--- src/rtl/ysyx_mem_arbiter_pkg.sv ---
// Shared types and codes for the ysyx IFU/LSU memory arbiter.
// Holds state encodings, bus response codes and read-size codes.
package ysyx_mem_arbiter_pkg;

    typedef enum logic [2:0] {
        ST_IDLE   = 3'd0,
        ST_IFU_AR = 3'd1,
        ST_IFU_R  = 3'd2,
        ST_LSU_AR = 3'd3,
        ST_LSU_R  = 3'd4,
        ST_LSU_W  = 3'd5,
        ST_LSU_B  = 3'd6
    } arb_state_e;

    localparam logic [1:0] RESP_OKAY   = 2'b00;
    localparam logic [1:0] RESP_SLVERR = 2'b10;
    localparam logic [1:0] RESP_DECERR = 2'b11;

    localparam logic [2:0] ARSIZE_BYTE = 3'd0;
    localparam logic [2:0] ARSIZE_HALF = 3'd1;
    localparam logic [2:0] ARSIZE_WORD = 3'd2;

    // Only the two narrow strobe patterns map to sub-word sizes; anything else reads a word.
    function automatic logic [2:0] rstrb_to_arsize(input logic [7:0] rstrb);
        case (rstrb)
            8'h01:   return ARSIZE_BYTE;
            8'h03:   return ARSIZE_HALF;
            default: return ARSIZE_WORD;
        endcase
    endfunction

endpackage

--- src/rtl/ysyx_rr_pick2.sv ---
// Two-way round-robin picker: grants requester b when it is alone,
// or on a tie when a was the one served last.
module ysyx_rr_pick2 (
    input  logic req_a,
    input  logic req_b,
    input  logic last_b,
    output logic grant_b
);

    assign grant_b = req_b & (~req_a | ~last_b);

endmodule

--- src/rtl/ysyx_mem_arbiter.sv ---
// Serialises IFU fetches and LSU loads/stores onto one AXI4-Lite-style manager port.
// Handshake rule: a transfer happens in the cycle where valid and ready are both high;
// bus valids come straight from the state register and never drop before their ready.
module ysyx_mem_arbiter
    import ysyx_mem_arbiter_pkg::*;
#(
    parameter int ADDR_W = 32,
    parameter int DATA_W = 32
) (
    input  logic              clk,
    input  logic              rst,

    input  logic [ADDR_W-1:0] ifu_araddr,
    input  logic              ifu_arvalid,
    output logic [DATA_W-1:0] ifu_rdata,
    output logic              ifu_rvalid,

    input  logic [ADDR_W-1:0] lsu_araddr,
    input  logic              lsu_arvalid,
    input  logic [7:0]        lsu_rstrb,
    output logic [DATA_W-1:0] lsu_rdata,
    output logic              lsu_rvalid,

    input  logic [ADDR_W-1:0] lsu_awaddr,
    input  logic              lsu_awvalid,
    input  logic [DATA_W-1:0] lsu_wdata,
    input  logic [7:0]        lsu_wstrb,
    input  logic              lsu_wvalid,
    output logic              lsu_wready,

    output logic [ADDR_W-1:0] bus_araddr,
    output logic [2:0]        bus_arsize,
    output logic              bus_arvalid,
    input  logic              bus_arready,

    input  logic [DATA_W-1:0] bus_rdata,
    input  logic [1:0]        bus_rresp,
    input  logic              bus_rvalid,
    output logic              bus_rready,

    output logic [ADDR_W-1:0] bus_awaddr,
    output logic              bus_awvalid,
    input  logic              bus_awready,

    output logic [DATA_W-1:0] bus_wdata,
    output logic [3:0]        bus_wstrb,
    output logic              bus_wvalid,
    input  logic              bus_wready,

    input  logic [1:0]        bus_bresp,
    input  logic              bus_bvalid,
    output logic              bus_bready,

    output logic              bus_err_o,
    output logic [2:0]        state_dbg
);

    arb_state_e        state_q, state_d;
    logic              last_lsu_q;
    logic              aw_done_q, w_done_q;
    logic [ADDR_W-1:0] addr_q;
    logic [DATA_W-1:0] wdata_q;
    logic [3:0]        wstrb_q;
    logic [2:0]        arsize_q;

    logic ifu_req, lsu_wr_req, lsu_rd_req, lsu_req, grant_lsu;
    logic aw_hs, w_hs, aw_ok, w_ok, r_hs, b_hs;
    logic unused_wstrb_hi;

    assign ifu_req    = ifu_arvalid;
    assign lsu_wr_req = lsu_awvalid & lsu_wvalid;
    assign lsu_rd_req = lsu_arvalid;
    assign lsu_req    = lsu_wr_req | lsu_rd_req;

    // The bus is 32 bits wide, so the upper store strobes carry no information.
    assign unused_wstrb_hi = ^lsu_wstrb[7:4];

    ysyx_rr_pick2 u_pick (
        .req_a   (ifu_req),
        .req_b   (lsu_req),
        .last_b  (last_lsu_q),
        .grant_b (grant_lsu)
    );

    assign aw_hs = bus_awvalid & bus_awready;
    assign w_hs  = bus_wvalid & bus_wready;
    assign aw_ok = aw_done_q | aw_hs;
    assign w_ok  = w_done_q | w_hs;
    assign r_hs  = bus_rready & bus_rvalid;
    assign b_hs  = bus_bready & bus_bvalid;

    assign bus_araddr = addr_q;
    assign bus_awaddr = addr_q;
    assign bus_arsize = arsize_q;
    assign bus_wdata  = wdata_q;
    assign bus_wstrb  = wstrb_q;
    assign state_dbg  = state_q;

    always_comb begin
        state_d     = state_q;
        bus_arvalid = 1'b0;
        bus_rready  = 1'b0;
        bus_awvalid = 1'b0;
        bus_wvalid  = 1'b0;
        bus_bready  = 1'b0;
        ifu_rvalid  = 1'b0;
        lsu_rvalid  = 1'b0;
        lsu_wready  = 1'b0;
        ifu_rdata   = '0;
        lsu_rdata   = '0;
        case (state_q)
            ST_IDLE: begin
                if (grant_lsu)
                    state_d = lsu_wr_req ? ST_LSU_W : ST_LSU_AR;
                else if (ifu_req)
                    state_d = ST_IFU_AR;
            end
            ST_IFU_AR: begin
                bus_arvalid = 1'b1;
                if (bus_arready) state_d = ST_IFU_R;
            end
            ST_IFU_R: begin
                bus_rready = 1'b1;
                ifu_rdata  = bus_rdata;
                // A response arriving while reset is held is dropped silently.
                ifu_rvalid = bus_rvalid & ~rst;
                if (bus_rvalid) state_d = ST_IDLE;
            end
            ST_LSU_AR: begin
                bus_arvalid = 1'b1;
                if (bus_arready) state_d = ST_LSU_R;
            end
            ST_LSU_R: begin
                bus_rready = 1'b1;
                lsu_rdata  = bus_rdata;
                lsu_rvalid = bus_rvalid & ~rst;
                if (bus_rvalid) state_d = ST_IDLE;
            end
            ST_LSU_W: begin
                bus_awvalid = ~aw_done_q;
                bus_wvalid  = ~w_done_q;
                if (aw_ok & w_ok) state_d = ST_LSU_B;
            end
            ST_LSU_B: begin
                bus_bready = 1'b1;
                lsu_wready = bus_bvalid & ~rst;
                if (bus_bvalid) state_d = ST_IDLE;
            end
            default: state_d = ST_IDLE;
        endcase
    end

    always_ff @(posedge clk) begin
        if (rst) begin
            state_q    <= ST_IDLE;
            last_lsu_q <= 1'b1;
            aw_done_q  <= 1'b0;
            w_done_q   <= 1'b0;
            addr_q     <= '0;
            wdata_q    <= '0;
            wstrb_q    <= '0;
            arsize_q   <= '0;
            bus_err_o  <= 1'b0;
        end else begin
            state_q <= state_d;

            if (state_q == ST_IDLE) begin
                if (grant_lsu) begin
                    if (lsu_wr_req) begin
                        addr_q  <= lsu_awaddr;
                        wdata_q <= lsu_wdata;
                        wstrb_q <= lsu_wstrb[3:0];
                    end else begin
                        addr_q   <= lsu_araddr;
                        arsize_q <= rstrb_to_arsize(lsu_rstrb);
                    end
                end else if (ifu_req) begin
                    addr_q   <= ifu_araddr;
                    arsize_q <= ARSIZE_WORD;
                end
            end

            // Flags stay set until both write channels are through, then clear for the next store.
            if (state_q == ST_LSU_W && !(aw_ok && w_ok)) begin
                aw_done_q <= aw_ok;
                w_done_q  <= w_ok;
            end else begin
                aw_done_q <= 1'b0;
                w_done_q  <= 1'b0;
            end

            if (ifu_rvalid)
                last_lsu_q <= 1'b0;
            else if (lsu_rvalid || lsu_wready)
                last_lsu_q <= 1'b1;

            if ((r_hs && bus_rresp != RESP_OKAY) || (b_hs && bus_bresp != RESP_OKAY))
                bus_err_o <= 1'b1;
        end
    end

endmodule

--- config.mk ---
export PLATFORM = sky130hd
export DESIGN_NAME = ysyx_mem_arbiter
export DESIGN_NICKNAME = d
export VERILOG_FILES = /design/src/rtl/ysyx_mem_arbiter_pkg.sv /design/src/rtl/ysyx_rr_pick2.sv /design/src/rtl/ysyx_mem_arbiter.sv
export SDC_FILE = /design/constraint.sdc
export NUM_CORES = 1
export LEC_CHECK = 0
export CORE_AREA = 3 3 143 145
export CTS_CLUSTER_DIAMETER = 100
export DETAILED_ROUTE_END_ITERATION = 7
export DIE_AREA = 0 0 146 148
export MAX_ROUTING_LAYER = met4
export SYNTH_ARGS = -nofsm -noshare
export SYNTH_HDL_FRONTEND = slang
export SYNTH_SLANG_ARGS = --single-unit
--- constraint.sdc ---
create_clock -name clk -period 3.4 [get_ports clk]
set_clock_uncertainty 0.05 [all_clocks]
set_input_delay 0.51 -clock clk [delete_from_list [all_inputs] [get_ports clk]]
set_output_delay 0.51 -clock clk [all_outputs]
set_load 0.01 [all_outputs]
==> Implementation_results.wiki, run 1 <==
{| class="wikitable"
! Metric !! Value
|-
| Number of instances in the synthesized netlist || 487
|-
| Rows || 51
|-
| Final Max Slew Viols || 0
|-
| First-pass GRT wire length || 27.0 mm
|-
| Num Clock Sinks || 77
|-
| Vertical die dimension || 148 um
|-
| Initial Utilization || 0.205
|-
| CTS tree || built
|-
| Synthesized netlist net count || 678
|-
| Layout Nets || 990
|-
| Buffer cell driving the clock tree root || clkbuf_16
|-
| Synth Cell Area || 3960 um^2
|-
| Slowest stage cell, crit path || dfxtp_1
|-
| Clock latency at the later pin of the worst-skew pair || 330 ps
|-
| DRC || 0
|-
| Worst Setup End Kind || output port
|-
| WL/cell || 16.8 um
|-
| Total track usage || 0.163
|-
| Number of buffers added to fix hold violations after cts || 0
|-
| Resize count post-CTS || 0
|-
| Die width || 146 um
|-
| Number of flops mapped to enable cells by yosys || 0
|-
| Boundary pin count || 370
|-
| Flip-flop and latch count after synthesis || 77
|-
| Clock network fraction of design power || 0.203
|-
| Fin crit share || 0.840
|-
| Startpoint type of the worst setup path || register
|-
| Pwr per Cell Area || 677 nW/um^2
|-
| RSZ-0062 raised after global routing || no
|-
| Post-synth ARST share || 0
|-
| Maximum buffer depth of the clock tree || 2
|-
| Predominant post-synthesis flop cell || dfxtp_1
|-
| Number of optimization iterations in the first detailed-route pass || 5
|-
| Worst Path Max Fanout || 34
|-
| Area delta synth->final || 99.9%
|-
| Leakage power || 0.00284 uW
|-
| Total Die Area || 21,600 um^2
|-
| Max transition margin || 0.417
|-
| Fin crit period || 2860 ps
|-
| Start of the worst register-to-register path || state_dbg[0]
|-
| CTS HTree Levels || 3
|-
| Remaining global-route overflow || 0
|-
| Initial antenna violation count || 1
|-
| Share of post-route cells with drive strength above 1 || 0.0435
|-
| Path type of the worst min-delay path || register to register
|-
| Number of distinct library cells after synthesis || 38
|-
| Detailed placer's ending HPWL || 13.8 mm
|-
| Via count || 4,708
|-
| Setup fix buffers added after clock tree synthesis || 0
|-
| Setup Viol. Count Final || 0
|-
| Max VDD drop || 0.000219 V
|-
| Share of total power in sequential cells || 0.261
|-
| First element of the critical path || state_dbg[1]
|-
| Core region area || 19,300 um^2
|-
| Cell chain of the critical path || nor3b_2, buf_4, and3_1, clkdlybuf4s50_1
|-
| Number of global-route vias before repair || 4,778
|-
| Classification of the worst setup path || register to output port
|-
| WP data required || 2840 ps
|-
| FMAX || 350 MHz
|-
| Count of buffers from port buffering || 364
|-
| Final wirelength || 18.0 mm
|-
| Critical Path AT || 2300 ps
|-
| Combinational fraction of design power || 0.537
|-
| Synth warnings || 0
|-
| Slew at the pin with the worst max-slew slack || 875 ps
|-
| DRC marker count from the first detailed-route iteration || 276
|-
| Average via count per standard cell || 4.40
|-
| Clk slew on worst S/H paths || 60 ps
|-
| Sequential-to-total area share from yosys stat || 0.389
|-
| Total design power || 5360 uW
|-
| Routability cong. || 0.761
|-
| Beginning of the worst hold path || bus_wdata[20]
|-
| Outcome || finished clean
|-
| Share of total power consumed by net switching || 0.358
|-
| Number of CTS-inserted buffers || 9
|-
| Largest incremental delay on the critical path || 610 ps
|-
| Final count of hold timing violations || 0
|-
| Post-synthesis area per instance || 8.13 um^2
|-
| Number of maximum-capacitance violations || 0
|-
| Net switching power of the design || 1920 uW
|-
| Final antenna-violating net count || 0
|-
| Total Negative Setup Slacks || 0 ps
|-
| Power Internal || 3440 uW
|-
| Pin count of the biggest net entering global routing || 76
|}
==> cell usage after synthesis (all sizes together) (2+ instances only) <==
library cell  number  area share
a211oi            34       0.064
nor2              43       0.041
o21ai              2      0.0025
mux2i              2      0.0051
and2              66        0.10
o211ai             2      0.0038
dfxtp             77        0.39
a21oi             41       0.053
and3               4      0.0063
o211a              2      0.0051
nor4b              4      0.0088
clkbuf            20       0.019
buf               55       0.097
nor3               3      0.0066
nor2b              3      0.0054
nor3b              3      0.0082
nand2             81       0.077
a222oi            32       0.081
==> critical path: cells and delay by family (launching register included) <==
kind	cells	cell delay, ps
buffers and inverters	2	860
DFF	1	610
and+or+nand+nor	2	490
==> per-stage QoR <==
step | std cells | hold slack [ps] | setup WS (ps) | util | area, um^2
3_5_place_dp | 1053 | 396 | 819 | 0.392 | 7580
3_3_place_gp | 1053 | 393 | 817 | 0.392 | 7580
5_1_grt | 1070 | 416 | 381 | 0.409 | 7920
2_1_floorplan | 487 | 431 | 1490 | - | 3960
6_report | 1070 | 403 | 543 | 0.409 | 7920
4_1_cts | 1069 | 405 | 490 | 0.409 | 7910
==> flip-flops by register name, indices dropped and copies added, names as in the netlist <==
signal / count
bus_arsize: 2
aw_done_q: 1
bus_araddr: 32
bus_wstrb: 4
bus_wdata: 32
w_done_q: 1
bus_err_o: 1
last_lsu_q: 1
state_dbg: 3
==> per-layer routing <==
metal  up-vias  wire length (um)  track usage
li1       2314                 -            -
met1      2172              7380        0.188
met2       213              9290        0.288
met3         9              1180       0.0399
met4         0               140       0.0376
met5         -                 0            -
==> power groups by stage <==
| stage | Clock [uW] | Sequential (uW) | Combinational [uW] |
|---|---|---|---|
| global placement | 0 | 1410 | 2910 |
| CTS | 1140 | 1400 | 2930 |
| detailed placement | 0 | 1420 | 2910 |
| finish | 1090 | 1400 | 2880 |
| floorplan | 0 | 1450 | 1450 |
| global route | 1160 | 1440 | 3110 |
==> layout make-up <==
cell class                      instances  area [um^2]
Clock inverter                          6         93.8
Inverter                                1         3.75
Tap cell                              265          332
Timing Repair Buffer                  376         3740
Clock buffer                           10          239
Antenna cell                            1         2.50
Fill cell                            1976        11400
Multi-Input combinational cell        334         1960
Sequential cell                        77         1540
==> cell families (layout without fill, tap and decap cells) <==
group                  Yosys count  in the layout  share of synthesized area
AO/OA/AOI/OAI                  117            117                      0.218
XOR/XNOR                         1              1                    0.00221
AND/OR/NAND/NOR                213            213                      0.268
flip-flops                      77             77                      0.389
buffers and inverters           76            393                      0.117
multiplexers                     2              2                    0.00506
other                            1              2                   0.000947
==> final timing paths <==
path,to,slack [ps],cells after the start
setup / recovery,ifu_rvalid,540,4
hold / removal,bus_wdata[20],400,2
setup reg to reg,bus_araddr[23],1300,5
hold reg to reg,bus_wdata[20],400,2
==> cell usage in the layout, fill, tap and decap left out, types with 9 or more instances in the layout <==
cell type	instances
buf_4	11
nor2_1	43
clkdlybuf4s50_1	363
nand2_1	81
and2_1	66
a222oi_1	32
a21oi_1	40
a211oi_1	34
dfxtp_1	77
clkbuf_16	9
Note: power is estimated with default switching activity, not from simulation.
==> run 2: changes to the inputs <==
Settings changed: CORE_AREA 3 3 143 145 to 3 3 144 146, DIE_AREA 0 0 146 148 to 0 0 147 149.
Clock period 3.4 ns to 2.8 ns, I/O delays scaled along.
==> run 2 against run 1 <==
Final area rose by 0.21%; setup slack got worse by 350 ps; sequential cell count did not move; worst hold slack barely moved; die area rose by 1.4%; register-to-register slack got worse by 540 ps; combinational power rose by 22%; critical path depth did not move; utilization fell by 0.32 points; critical endpoint is now lsu_rvalid.
==> Implementation_results.wiki, run 2 (synthesized netlist as in run 1, its figures left out) <==
{| class="wikitable"
! Metric !! Value
|-
| Die width || 147 um (+0.68%)
|-
| Total design power || 6380 uW (+19%)
|-
| Sum of buffers and inverters on the critical path || 2 (unchanged)
|-
| Remaining global-route overflow || 0 (unchanged)
|-
| Number of non-filler instances in the completed layout || 1,071 (+0.093%)
|-
| Start of the worst register-to-register path || state_dbg[0]
|-
| Share of post-route cells with drive strength above 1 || 0.0459 (+0.00237)
|-
| Number of maximum-capacitance violations || 0 (unchanged)
|-
| Largest incremental delay on the critical path || 580 ps (-30 ps)
|-
| Detailed placer's ending HPWL || 14.0 mm (+1.3%)
|-
| Average via count per standard cell || 4.39 (-0.26%)
|-
| Num Clock Sinks || 77 (unchanged)
|-
| CTS tree || built
|-
| Number of buffers added to fix hold violations after cts || 0 (unchanged)
|-
| Rows || 51 (unchanged)
|-
| Pin count of the biggest net entering global routing || 66 (-13%)
|-
| Total Die Area || 21,900 um^2 (+1.4%)
|-
| Initial antenna violation count || 0 (-1)
|-
| Ant. Diodes || 0 (-1)
|-
| Resize count post-CTS || 0 (unchanged)
|-
| Layout Nets || 992 (+0.20%)
|-
| Beginning of the worst hold path || bus_wdata[2]
|-
| Depth of the worst register-to-register path || 6 (+1)
|-
| Area delta synth->final || 100%
|-
| Core region area || 19,500 um^2 (+0.99%)
|-
| Number of CTS-inserted buffers || 9 (unchanged)
|-
| Number of global-route vias before repair || 4,721 (-1.2%)
|-
| Fin crit period || 2600 ps
|-
| WP data required || 2330 ps (-510 ps)
|-
| Pwr per Cell Area || 805 nW/um^2 (+19%)
|-
| Startpoint type of the worst setup path || register
|-
| Flop2flop setup slack || 760 ps (-540 ps)
|-
| Max transition margin || 0.563 (+0.146)
|-
| RSZ-0062 raised after global routing || no
|-
| WL/cell || 16.8 um (about the same)
|-
| Clk slew on worst S/H paths || 70 ps (about the same)
|-
| Setup fix buffers added after clock tree synthesis || 0 (unchanged)
|-
| Utilization after layout || 0.406 (-0.00318)
|-
| Setup Viol. Count Final || 0 (unchanged)
|-
| Clock latency at the later pin of the worst-skew pair || 340 ps (about the same)
|-
| Top cell family by delay on the critical path || buffers and inverters
|-
| Vertical die dimension || 149 um (+0.68%)
|-
| Total Negative Setup Slacks || 0 ps (unchanged)
|-
| DRC marker count from the first detailed-route iteration || 302 (+9.4%)
|-
| Slew at the pin with the worst max-slew slack || 656 ps (-219 ps)
|-
| Leading cell type in the layout, fill and taps excluded || clkdlybuf4s50_1
|-
| First element of the critical path || state_dbg[2]
|-
| Maximum buffer depth of the clock tree || 2 (unchanged)
|-
| Total of fill cells in the finished design || 2,037 (+3.1%)
|-
| Critical Path AT || 2130 ps (-170 ps)
|-
| Path type of the worst min-delay path || register to register
|-
| Outcome || finished clean
|-
| Total track usage || 0.161 (-0.00227)
|-
| Endpoint of the lowest-slack register-to-register path || bus_araddr[24]
|-
| Initial Utilization || 0.203 (-0.00201)
|-
| Buffer cell driving the clock tree root || clkbuf_16
|-
| Count of buffers from port buffering || 364 (unchanged)
|-
| Boundary pin count || 370 (unchanged)
|-
| Top library cells by usage in the layout, fill and taps aside || clkdlybuf4s50_1 (363), nand2_1 (81), dfxtp_1 (77)
|-
| Classification of the worst setup path || register to output port
|-
| Worst min-delay path endpoint || bus_wdata[2]
|-
| First-pass GRT wire length || 26.8 mm (-0.79%)
|-
| Number of optimization iterations in the first detailed-route pass || 8 (+3)
|-
| # placed instances || 1,055 (+0.19%)
|-
| Via count || 4,700 (-0.17%)
|-
| Final wirelength || 18.0 mm (+0.11%)
|-
| CTS HTree Levels || 3 (unchanged)
|-
| Hold path cells || 2 (unchanged)
|-
| Final antenna-violating net count || 0 (unchanged)
|-
| Slowest stage cell, crit path || clkdlybuf4s50_1
|-
| DRC || 0 (unchanged)
|-
| Cell chain of the critical path || nor3b_2, buf_4, and3_1, clkdlybuf4s50_1
|-
| Max VDD drop || 0.000400 V (+82%)
|-
| Routability cong. || 0.748 (-1.7%)
|-
| Worst Setup End Kind || output port
|-
| Final Max Slew Viols || 0 (unchanged)
|-
| FMAX || 384 MHz
|-
| Final count of hold timing violations || 0 (unchanged)
|-
| Fin crit share || 0.930
|-
| Leakage power || 0.00284 uW (+0.11%)
|-
| Worst Path Max Fanout || 34 (unchanged)
|}
run 2: cell types whose count changed in the layout (fill, tap and decap cells not counted), sizes merged:
cell,delta
buf,+2
bufinv,-1
clkbuf,-1
clkinv,+1
diode,-1
inv,+1
run 2: cell type report:
class | count | area [um^2] | area share
multi-input combinational | 334 | 1970 | 0.248
inverter | 1 | 3.75 | 0.000473
tap | 265 | 332 | 0.0418
sequential | 77 | 1540 | 0.194
clock buffer | 9 | 225 | 0.0284
clock inverter | 7 | 78.8 | 0.00994
timing repair buffer | 378 | 3780 | 0.477
run 2: per-stage QoR:
step                      worst slack, ps  hold slack [ps]  area [um^2]
after floorplan                      1070              431         3960
after global placement                464              392         7630
after detailed placement              459              396         7630
after CTS                             108              406         7930
after global routing                 33.5              419         7930
final                                 197              403         7930
run 2: where the power goes:
| part | switching [uW] | internal, uW | total, uW |
|---|---|---|---|
| sequential | 273 | 1400 | 1680 |
| clock | 508 | 702 | 1210 |
| combinational | 1540 | 1960 | 3500 |
| total | 2320 | 4060 | 6380 |
run 2: tightest hold or removal path, stage by stage (launching register included):
cell     delay [ps]
dfxtp_1         310
nand2_1          50
a21oi_1          50
run 2: layer usage:
metal  wire length (um)  up-vias  global-route usage  part of all wire
li1                   -     2314                   -                 -
met1               7090     2134               0.181              0.39
met2               9320      237               0.286              0.52
met3               1360       15              0.0431             0.076
met4                240        0              0.0382             0.013
met5                  0        -                   -                 0
run 2: worst max path at each step:
stage / endpoint / slack (ps) / cells after the start
floorplan: lsu_wready / 1070 / 4
global placement: lsu_wready / 460 / 4
detailed placement: lsu_wready / 460 / 4
CTS: lsu_rvalid / 110 / 4
global route: lsu_rvalid / 30 / 4
finish: lsu_rvalid / 200 / 4
==> run 3: changes to the inputs <==
Settings changed: SKIP_CTS_REPAIR_TIMING set to 1.
==> results of run 3 <==
No change in the layout: final DEF, timing and power equal those of run 2.
